$ cat src/rtl/lsu_mem_ctrl.sv
// ----------------------------------------------------------------------------
// lsu_mem_ctrl : load/store controller for a word-wide data memory with
// byte/half support via lane extraction and read-modify-write.
// Optional macro LSU_MISALIGN_CHECK_EN: report misalignment instead of force-aligning.
// Revision: 1.0
// ----------------------------------------------------------------------------
`default_nettype none

module lsu_mem_ctrl #(
  parameter int MEM_BYTES = 32,
  parameter int ADDR_W    = 32
) (
  input  logic              clk_i,
  input  logic              rst_i,
  input  logic              req_valid_i,
  output logic              req_ready_o,
  input  logic              req_we_i,
  input  logic [1:0]        req_size_i,
  input  logic              req_unsigned_i,
  input  logic [ADDR_W-1:0] req_addr_i,
  input  logic [31:0]       req_wdata_i,
  output logic              rsp_valid_o,
  output logic [31:0]       rsp_rdata_o,
  output logic              rsp_err_o,
  output logic              stall_o,
  output logic [ADDR_W-1:0] mem_addr_o,
  output logic [31:0]       mem_wdata_o,
  output logic              mem_we_o,
  output logic              mem_re_o,
  input  logic [31:0]       mem_rdata_i
);

  localparam logic [ADDR_W-1:0] MAX_WADDR = ADDR_W'(MEM_BYTES - 4);
  localparam logic [1:0] SZ_BYTE = 2'b00;
  localparam logic [1:0] SZ_HALF = 2'b01;
  localparam logic [1:0] SZ_WORD = 2'b10;
  localparam logic [1:0] SZ_BAD  = 2'b11;

  typedef enum logic [2:0] {
    IDLE   = 3'd0,
    LOAD   = 3'd1,
    STORE  = 3'd2,
    RMW_RD = 3'd3,
    RMW_WR = 3'd4,
    RESP   = 3'd5
  } state_t;

  state_t state, state_n;

  logic [1:0]        op_size;
  logic              op_unsigned;
  logic [1:0]        op_lane;
  logic [15:0]       op_wdata;

  logic              ready_n, rsp_valid_n, rsp_err_n, mem_we_n, mem_re_n;
  logic [31:0]       rsp_rdata_n, mem_wdata_n;
  logic [ADDR_W-1:0] mem_addr_n;
  logic [ADDR_W-1:0] eff_addr, word_addr;
  logic              misalign, req_err, capture;

  function automatic logic [31:0] load_ext(input logic [31:0] w, input logic [1:0] lane,
                                           input logic [1:0] sz, input logic uns);
    logic [7:0]  b;
    logic [15:0] h;
    b = w[{lane, 3'b000} +: 8];
    h = lane[1] ? w[31:16] : w[15:0];
    case (sz)
      SZ_BYTE: load_ext = {{24{~uns & b[7]}}, b};
      SZ_HALF: load_ext = {{16{~uns & h[15]}}, h};
      default: load_ext = w;
    endcase
  endfunction

  function automatic logic [31:0] merge(input logic [31:0] w, input logic [1:0] lane,
                                        input logic [1:0] sz, input logic [15:0] d);
    logic [31:0] m;
    m = w;
    if (sz == SZ_BYTE) m[{lane, 3'b000} +: 8] = d[7:0];
    else if (lane[1]) m[31:16] = d;
    else m[15:0] = d;
    return m;
  endfunction

  // Request decode: effective address and error classification at accept time.
  always_comb begin
`ifdef LSU_MISALIGN_CHECK_EN
    misalign = ((req_size_i == SZ_HALF) && req_addr_i[0]) ||
               ((req_size_i == SZ_WORD) && (req_addr_i[1:0] != 2'b00));
    eff_addr = req_addr_i;
`else
    misalign = 1'b0;
    eff_addr = req_addr_i;
    if (req_size_i == SZ_HALF) eff_addr[0] = 1'b0;
    else if (req_size_i == SZ_WORD) eff_addr[1:0] = 2'b00;
`endif
    word_addr = {eff_addr[ADDR_W-1:2], 2'b00};
    req_err   = misalign || (req_size_i == SZ_BAD) || (word_addr > MAX_WADDR);
  end

  always_comb begin
    state_n     = state;
    capture     = 1'b0;
    mem_re_n    = 1'b0;
    mem_we_n    = 1'b0;
    mem_addr_n  = mem_addr_o;
    mem_wdata_n = mem_wdata_o;
    rsp_valid_n = 1'b0;
    rsp_err_n   = 1'b0;
    rsp_rdata_n = 32'd0;
    case (state)
      IDLE: begin
        if (req_valid_i && req_ready_o) begin
          capture = 1'b1;
          if (req_err) begin
            state_n     = RESP;
            rsp_valid_n = 1'b1;
            rsp_err_n   = 1'b1;
          end else if (!req_we_i) begin
            state_n    = LOAD;
            mem_re_n   = 1'b1;
            mem_addr_n = word_addr;
          end else if (req_size_i == SZ_WORD) begin
            state_n     = STORE;
            mem_we_n    = 1'b1;
            mem_addr_n  = word_addr;
            mem_wdata_n = req_wdata_i;
          end else begin
            state_n    = RMW_RD;
            mem_re_n   = 1'b1;
            mem_addr_n = word_addr;
          end
        end
      end
      LOAD: begin
        state_n     = RESP;
        rsp_valid_n = 1'b1;
        rsp_rdata_n = load_ext(mem_rdata_i, op_lane, op_size, op_unsigned);
      end
      STORE: begin
        state_n     = RESP;
        rsp_valid_n = 1'b1;
      end
      RMW_RD: begin
        // The merged word is formed here so the write cycle drives a stable register.
        state_n     = RMW_WR;
        mem_we_n    = 1'b1;
        mem_wdata_n = merge(mem_rdata_i, op_lane, op_size, op_wdata);
      end
      RMW_WR: begin
        state_n     = RESP;
        rsp_valid_n = 1'b1;
      end
      RESP:    state_n = IDLE;
      default: state_n = IDLE;
    endcase
    ready_n = (state_n == IDLE);
  end

  always_ff @(posedge clk_i or negedge rst_i) begin
    if (!rst_i) begin
      state       <= IDLE;
      req_ready_o <= 1'b1;
      rsp_valid_o <= 1'b0;
      rsp_err_o   <= 1'b0;
      rsp_rdata_o <= 32'd0;
      mem_we_o    <= 1'b0;
      mem_re_o    <= 1'b0;
      mem_addr_o  <= '0;
      mem_wdata_o <= 32'd0;
      op_size     <= 2'b00;
      op_unsigned <= 1'b0;
      op_lane     <= 2'b00;
      op_wdata    <= 16'd0;
    end else begin
      state       <= state_n;
      req_ready_o <= ready_n;
      rsp_valid_o <= rsp_valid_n;
      rsp_err_o   <= rsp_err_n;
      rsp_rdata_o <= rsp_rdata_n;
      mem_we_o    <= mem_we_n;
      mem_re_o    <= mem_re_n;
      mem_addr_o  <= mem_addr_n;
      mem_wdata_o <= mem_wdata_n;
      if (capture) begin
        op_size     <= req_size_i;
        op_unsigned <= req_unsigned_i;
        op_lane     <= eff_addr[1:0];
        op_wdata    <= req_wdata_i[15:0];
      end
    end
  end

  assign stall_o = ~req_ready_o;

endmodule

`default_nettype wire
$ cat config.mk
export PLATFORM = sky130hd
export DESIGN_NAME = lsu_mem_ctrl
export DESIGN_NICKNAME = d
export VERILOG_FILES = /design/src/rtl/lsu_mem_ctrl.sv
export SDC_FILE = /design/constraint.sdc
export NUM_CORES = 1
export LEC_CHECK = 0
export CORE_MARGIN = 5
export CORE_UTILIZATION = 40
export DETAILED_ROUTE_END_ITERATION = 12
export HOLD_SLACK_MARGIN = 0.06
export PLACE_DENSITY = 0.71
export REMOVE_ABC_BUFFERS = 1
export SLEW_MARGIN = 30
export SYNTH_ARGS = -nofsm -noshare
export SYNTH_HDL_FRONTEND = slang
export SYNTH_SLANG_ARGS = --single-unit
$ cat constraint.sdc
create_clock -name clk_i -period 2.9 [get_ports clk_i]
set_clock_uncertainty 0.15 [all_clocks]
set_input_delay 0.58 -clock clk_i [delete_from_list [all_inputs] [get_ports clk_i]]
set_output_delay 0.58 -clock clk_i [all_outputs]
set_load 0.02 [all_outputs]
==> results of run 1 <==
[worst max path at each step]
stage                      startpoint                          end  slack, ps  cells past startpoint
2_1_floorplan      state[0]$_DFF_PN0_   mem_wdata_o[0]$_DFFE_PN0P_       -790                      3
3_3_place_gp           req_addr_i[19]  mem_wdata_o[14]$_DFFE_PN0P_         80                      7
3_5_place_dp           req_addr_i[12]  mem_wdata_o[12]$_DFFE_PN0P_         40                      7
4_1_cts        op_lane[0]$_DFFE_PN0P_  mem_wdata_o[14]$_DFFE_PN0P_         60                      6
5_1_grt        op_lane[0]$_DFFE_PN0P_   mem_wdata_o[7]$_DFFE_PN0P_        150                      6
6_report       op_lane[0]$_DFFE_PN0P_   mem_wdata_o[7]$_DFFE_PN0P_        210                      6
[registers in the layout (all words and copies together), names as in the netlist, 2 cells and up]
register,cells
state,3
op_wdata,16
rsp_rdata_o,32
op_lane,2
mem_wdata_o,32
mem_addr_o,30
op_size,2
[logic make-up (layout without fill, tap and decap cells)]
group,after synthesis,after routing
xor+xnor,1,1
simple gates,128,128
other cells,1,2
flops,123,123
fa+ha+maj,5,5
buf+inv,60,268
mux,80,80
compound gates,150,150
[critical path: cells and delay by family (launching register included)]
kind	cells	cell delay, ps
muxes	1	130
buffers and inverters	1	220
adders and majority gates	1	410
and+or+nand+nor	1	810
DFF	1	470
AOI/OAI and AO/OA	2	430
[power breakdown]
| part | internal (W) | switching [W] |
|---|---|---|
| combinational | 0.00132 | 0.00168 |
| clock | 0.00120 | 0.000699 |
| sequential | 0.00207 | 0.000366 |
[metrics by stage]
stage / TNS, ps / hold WS [ps]
floorplan: -24690 / 134
global placement: 0 / 321
detailed placement: 0 / 320
CTS: 0 / 80.3
global route: 0 / 122
finish: 0 / 62.7
[per-layer routing]
metal	up-vias	global-route usage (%)	wire length (microns)
met4	0	8.48	551
met1	2586	26.8	7630
met3	40	4.69	1400
met2	251	36.1	9890
li1	2418	-	-
met5	-	0	0
[repair_timing]
item / in CTS / in global routing
buffers inserted: 0 / 0
setup endpoints to repair: 0 / 2
gates resized for setup: 0 / 1
[area by class of cell]
class	count	area, sq um	share of cell area [%]
flip-flops and latches	123	3080	34.3
multi-input cells	366	2850	31.7
repair buffers	222	2220	24.7
clock buffers	26	519	5.78
well taps	188	235	2.62
inverters	18	67.6	0.753
clock inverters	2	10.0	0.111
[synthesized netlist by cell type (2+ instances only)]
library cell,number,share of area [%]
dfrtp_1,122,49
nand2_1,47,2.8
a21oi_1,45,3.6
and2_1,27,2.7
clkbuf_1,26,1.6
mux2_2,25,4.5
mux2i_1,25,4.0
a221o_1,24,3.9
a22o_1,24,3.4
nor2_1,24,1.5
mux2_4,21,5.1
a221oi_1,15,2.1
inv_1,14,0.85
o21ai_0,12,0.97
a211oi_1,9,1.1
mux2_1,9,1.6
o31ai_1,8,0.97
a222oi_1,6,0.97
nor4_1,6,0.61
buf_6,5,0.91
ha_1,5,1.0
nand2b_1,5,0.50
buf_2,4,0.32
buf_4,4,0.48
clkinv_1,4,0.24
buf_1,3,0.18
nor4b_2,3,0.73
or2_2,3,0.30
a21o_1,2,0.24
and4_1,2,0.28
nor2b_1,2,0.20
[cells in the final DEF, fill, tap and decap left out, drive strengths merged, types with 2 or more instances in the layout]
master         instances
nor2b                  2
o21ai                 12
ha                     5
and2                  27
nor2                  24
mux2                  55
inv                   14
nand3                  2
mux2i                 25
nand2                 47
conb                   2
a21oi                 45
o31ai                  8
and4                   2
nor4                   7
nand2b                 5
nor4b                  3
a211oi                 9
clkinv                 6
a221oi                15
clkdlybuf4s50        201
buf                   21
clkbuf                26
dfrtp                122
nor3                   2
or2                    3
a222oi                 6
a21o                   2
a22o                  24
a221o                 24
==> results.txt, run 1 <==
CP Launch Type: flop
Max clock buf depth: 2
Critical path data arrival time: 2890 ps
Clk Latency, worst-skew pair: 410 ps
CTS tree: yes
Largest net degree at the start of global routing: 54
Power Density: 817 mW/mm^2
Final setup vio count: 0
CP Capture Type: flop
Simple-Gate Fraction of Synth Area: 11.0%
Vias: 5295
Post-synthesis mux area share: 15.3%
CP max stage cell: nor4b_2
Fillers: 1285
Post-synthesis sequential area ratio: 49.7%
PnR worst setup slack: 208 ps
Hold Buf Count CTS: 0
Critical Path RT: 3100 ps
DRT iter0 DRCs: 549
Non-filler cells, final: 945
CTS Buf Count: 17
Max Freq: 372 MHz
Die Wd: 134 microns
Reg2reg start: op_lane[0]$_DFFE_PN0P_
Main combinational cell family by area after synthesis: compound AO/OA/AOI/OAI gates
Final hold vios: 0
Adder and majority gate portion of the synthesized area: 1.01%
Yosys warns: 0
WL/cell: 20.6 microns
Cell area after synthesis: 0.00619 sq mm
Drt drc: 0
Final Cycle Share: 92.8%
Initial antenna violation count: 0
CP Cell Sequence: inv_1, ha_1, nor4b_2, a221o_1, a22o_1, mux2_4
Synth cell types: 48
Status: complete, no violations
Routability cong.: 0.864
Max-cap violations: 0
End of the worst register-to-register path: mem_wdata_o[7]$_DFFE_PN0P_
Clock-pin slew on the worst setup and hold paths: 50 ps
Number of flops mapped to enable cells by yosys: 0
Die ar.: 0.0181 sq mm
Worst vdd ir: 0.000589 V
Routed WL: 19500 microns
Ant diodes: 0
Core region area: 0.0152 sq mm
CP max stage delay: 810 ps
Vias in the first global route: 5446
Synth Area per Inst: 11.3 sq um
Clock Sinks: 123
Area growth, synth to finish: 44.9%
Setup CP Type: reg2reg
Clk root buf: clkbuf_16
Util after Layout: 59.1%
Place WS: 36.4 ps
Crit path time final: 2690 ps
Final Instance Area: 0.00898 sq mm
Fin. max-slew vios: 0
# placed instances: 917
Relative slew slack: 39.1%
Port Buffers: 202
Tightest Pin Transition: 911 ps
Grt total ovfl: 0
Detail Placement HPWL: 14300 microns
Syn Inst Count: 548
Synth Flop Type: dfrtp_1
Asr flop ratio synth: 100%
H-tree depth: 4
Critical path fanouts, max: 8
Cell Rows: 45
FF+latch count, synth: 123
Ports: 205
LEAKAGE: 4.04 nW
Layout Nets: 856
Drt via density: 5.60
RSZ-0062 raised after global routing: no
XOR/XNOR Fraction of Synth Area: 0.141%
Die H: 134 microns
DRT Pass-1 Iters: 9
Pwr Total: 0.00733 W
R2R setup slack: 210 ps
First-pass GRT wire length: 29900 microns
Initial Util: 40.7%
Compound-cell area share of the yosys netlist: 18.2%
Gr usage total: 21.4%
Share of layout cells above drive strength 1: 14.3%
Worst Reg-to-Reg Cells: 6
Placement Cell Area: 0.00844 sq mm
Antenna-violating nets left: 0
Hold/Removal Path Class: in2async
Power figures use the tool's default switching activity.
==> run 2, diff against run 1 <==
--- a/config.mk
+++ b/config.mk
@@ -6,10 +6,11 @@
 export NUM_CORES = 1
 export LEC_CHECK = 0
 export CORE_MARGIN = 5
-export CORE_UTILIZATION = 40
+export CORE_UTILIZATION = 46
 export DETAILED_ROUTE_END_ITERATION = 12
 export HOLD_SLACK_MARGIN = 0.06
-export PLACE_DENSITY = 0.71
+export PLACE_DENSITY = 0.8
+export RECOVER_POWER = 25
 export REMOVE_ABC_BUFFERS = 1
 export SLEW_MARGIN = 30
 export SYNTH_ARGS = -nofsm -noshare
==> run 2 against run 1 <==
Net effect: sequential cell count unchanged; setup slack worse by 42 ps; combinational power increased by 2%; first-iteration DRC count is 30% higher; cell count down 0.85%; critical path depth unchanged; register-to-register slack lost 40 ps; utilization increased by 9.2 points; maximum frequency shrank 1.5%; wire length shrank 0.40%; die area shrank 12%; largest cell class unchanged; largest power group unchanged; highest routed layer unchanged.
==> results.txt, run 2 (synthesized netlist as in run 1, its figures left out) <==
Status: complete, no violations
RSZ-0062 raised after global routing: no
CP Cell Sequence: inv_1, ha_1, nor4_2, a221o_1, a22o_1, mux2_4
Final hold vios: 0
Tightest Pin Transition: 1460 ps
First-pass GRT wire length: 30400 microns
Crit path time final: 2730 ps
Max clock buf depth: 2
GRT busiest layer: met2
Clock Sinks: 123
DRT Pass-1 Iters: 6
Vias: 5469
Clk Latency, worst-skew pair: 410 ps
Layout Nets: 858
Routed WL: 19400 microns
Final Instance Area: 0.00904 sq mm
CTS tree: yes
Fin. max-slew vios: 0
Final setup vio count: 0
Routability cong.: 0.850
GRT met3 Usage: 6.73%
Critical path fanouts, max: 8
Vias in the first global route: 5667
Hold/Removal Path Class: reg2reg
Leading cell types in the layout, fill and taps excluded: clkdlybuf4s50_1 (201), dfrtp_1 (121), nand2_1 (47)
Setup CP Type: reg2reg
Gr usage total: 24.2%
Critical path data arrival time: 2930 ps
Cell Rows: 42
Max-cap violations: 0
CP max stage cell: nor4_2
Die ar.: 0.0159 sq mm
Die Wd: 126 microns
Clock-pin slew on the worst setup and hold paths: 50 ps
CP Launch Type: flop
Worst vdd ir: 0.000527 V
H-tree depth: 4
Final Cycle Share: 94.3%
Ant diodes: 0
Grt total ovfl: 0
R2R setup slack: 170 ps
Detail Placement HPWL: 13700 microns
Pwr Total: 0.00760 W
Area growth, synth to finish: 45.9%
Regs by FF count: mem_wdata_o x32, rsp_rdata_o x32, mem_addr_o x30
Critical Path RT: 3100 ps
CTS Buf Count: 17
Hold wc startpoint: mem_addr_o[18]$_DFFE_PN0P_
Initial Util: 46.8%
WL/cell: 20.7 microns
Met1 Track Usage GR: 29.5%
PnR worst setup slack: 166 ps
End of the worst register-to-register path: mem_wdata_o[28]$_DFFE_PN0P_
Share of layout cells above drive strength 1: 14.6%
WHS: 333 ps
Max Freq: 366 MHz
CP Capture Type: flop
Drt via density: 5.84
LEAKAGE: 4.07 nW
Core region area: 0.0132 sq mm
Relative slew slack: 2.64%
Placement Cell Area: 0.00843 sq mm
Util after Layout: 68.2%
Most common cell after layout, fill and taps aside: clkdlybuf4s50_1
DRT iter0 DRCs: 711
Met2 GRT Util: 40.7%
Hold Path Sink: mem_addr_o[18]$_DFFE_PN0P_
Die H: 126 microns
Place WS: 26.7 ps
CP max stage delay: 850 ps
Fillers: 956
Power Density: 841 mW/mm^2
Drt drc: 0
Hold Path Depth: 1
Initial antenna violation count: 0
Largest net degree at the start of global routing: 65
Reg2reg start: op_lane[0]$_DFFE_PN0P_
Clk root buf: clkbuf_16
Port Buffers: 202
Ports: 205
Worst Reg-to-Reg Cells: 6
Antenna-violating nets left: 0
==> run 2: cell count changes in the layout (fill, tap and decap cells not counted), sizes merged <==
cell / previous run / this run
clkinvlp: 0 / 1
bufinv: 0 / 3
buf: 21 / 20
dlygate4sd3: 0 / 1
clkbuf: 26 / 24
clkinv: 6 / 8
==> run 2: worst max path at each step <==
stage	start	to	slack, ps	cells after the start
after detailed placement	req_addr_i[15]	mem_wdata_o[15]$_DFFE_PN0P_	30	7
after floorplan	state[0]$_DFF_PN0_	mem_wdata_o[0]$_DFFE_PN0P_	-790	3
final	op_lane[0]$_DFFE_PN0P_	mem_wdata_o[28]$_DFFE_PN0P_	170	6
after global routing	rst_i	mem_addr_o[15]$_DFFE_PN0P_	90	3
after CTS	op_lane[0]$_DFFE_PN0P_	mem_wdata_o[10]$_DFFE_PN0P_	80	6
after global placement	req_addr_i[12]	mem_wdata_o[10]$_DFFE_PN0P_	120	7
==> run 2: repair_timing <==
| action | in CTS | in global routing |
|---|---|---|
| resized for setup | 0 | 1 |
| buffers inserted | 0 | 0 |
| hold buffers | 1 | 0 |
| setup endpoints to repair | 0 | 7 |
| hold endpoints to repair | 22 | 0 |
==> run 2: per-layer routing <==
layer  up-vias  share of wire [%]
met4         0                3.0
met1      2677                 39
li1       2422                  -
met5         -                  0
met2       319                 49
met3        51                9.1
==> run 2: report_power, final <==
group	switching [W]	leakage [nW]	internal [W]
clock	0.000730	0.292	0.00140
combinational	0.00174	2.12	0.00133
sequential	0.000331	1.66	0.00207
total	0.00280	4.07	0.00480
==> run 2: stage by stage <==
step           TNS, ps  instances
2_1_floorplan   -24690        507
3_3_place_gp         0        906
3_5_place_dp         0        906
4_1_cts              0        937
5_1_grt              0        937
6_report             0        937
==> run 2: cell type report <==
type                    instances  area, sq um  share of cell area [%]
clock buffers                  22          474                    5.25
clock inverters                 8          118                    1.30
inverters                      18         67.6                   0.748
multi-input cells             366         2850                    31.5
flip-flops and latches        123         3080                    34.1
well taps                     176          220                    2.44
repair buffers                224         2230                    24.7
==> run 2: worst max-delay path, delay by kind of cell (launching register included) <==
kind | cells | cell delay, ps
multiplexers | 1 | 130
flip-flops | 1 | 490
adder cells (fa/ha/maj) | 1 | 410
AO/OA/AOI/OAI | 2 | 420
buffers and inverters | 1 | 230
AND/OR/NAND/NOR | 1 | 850
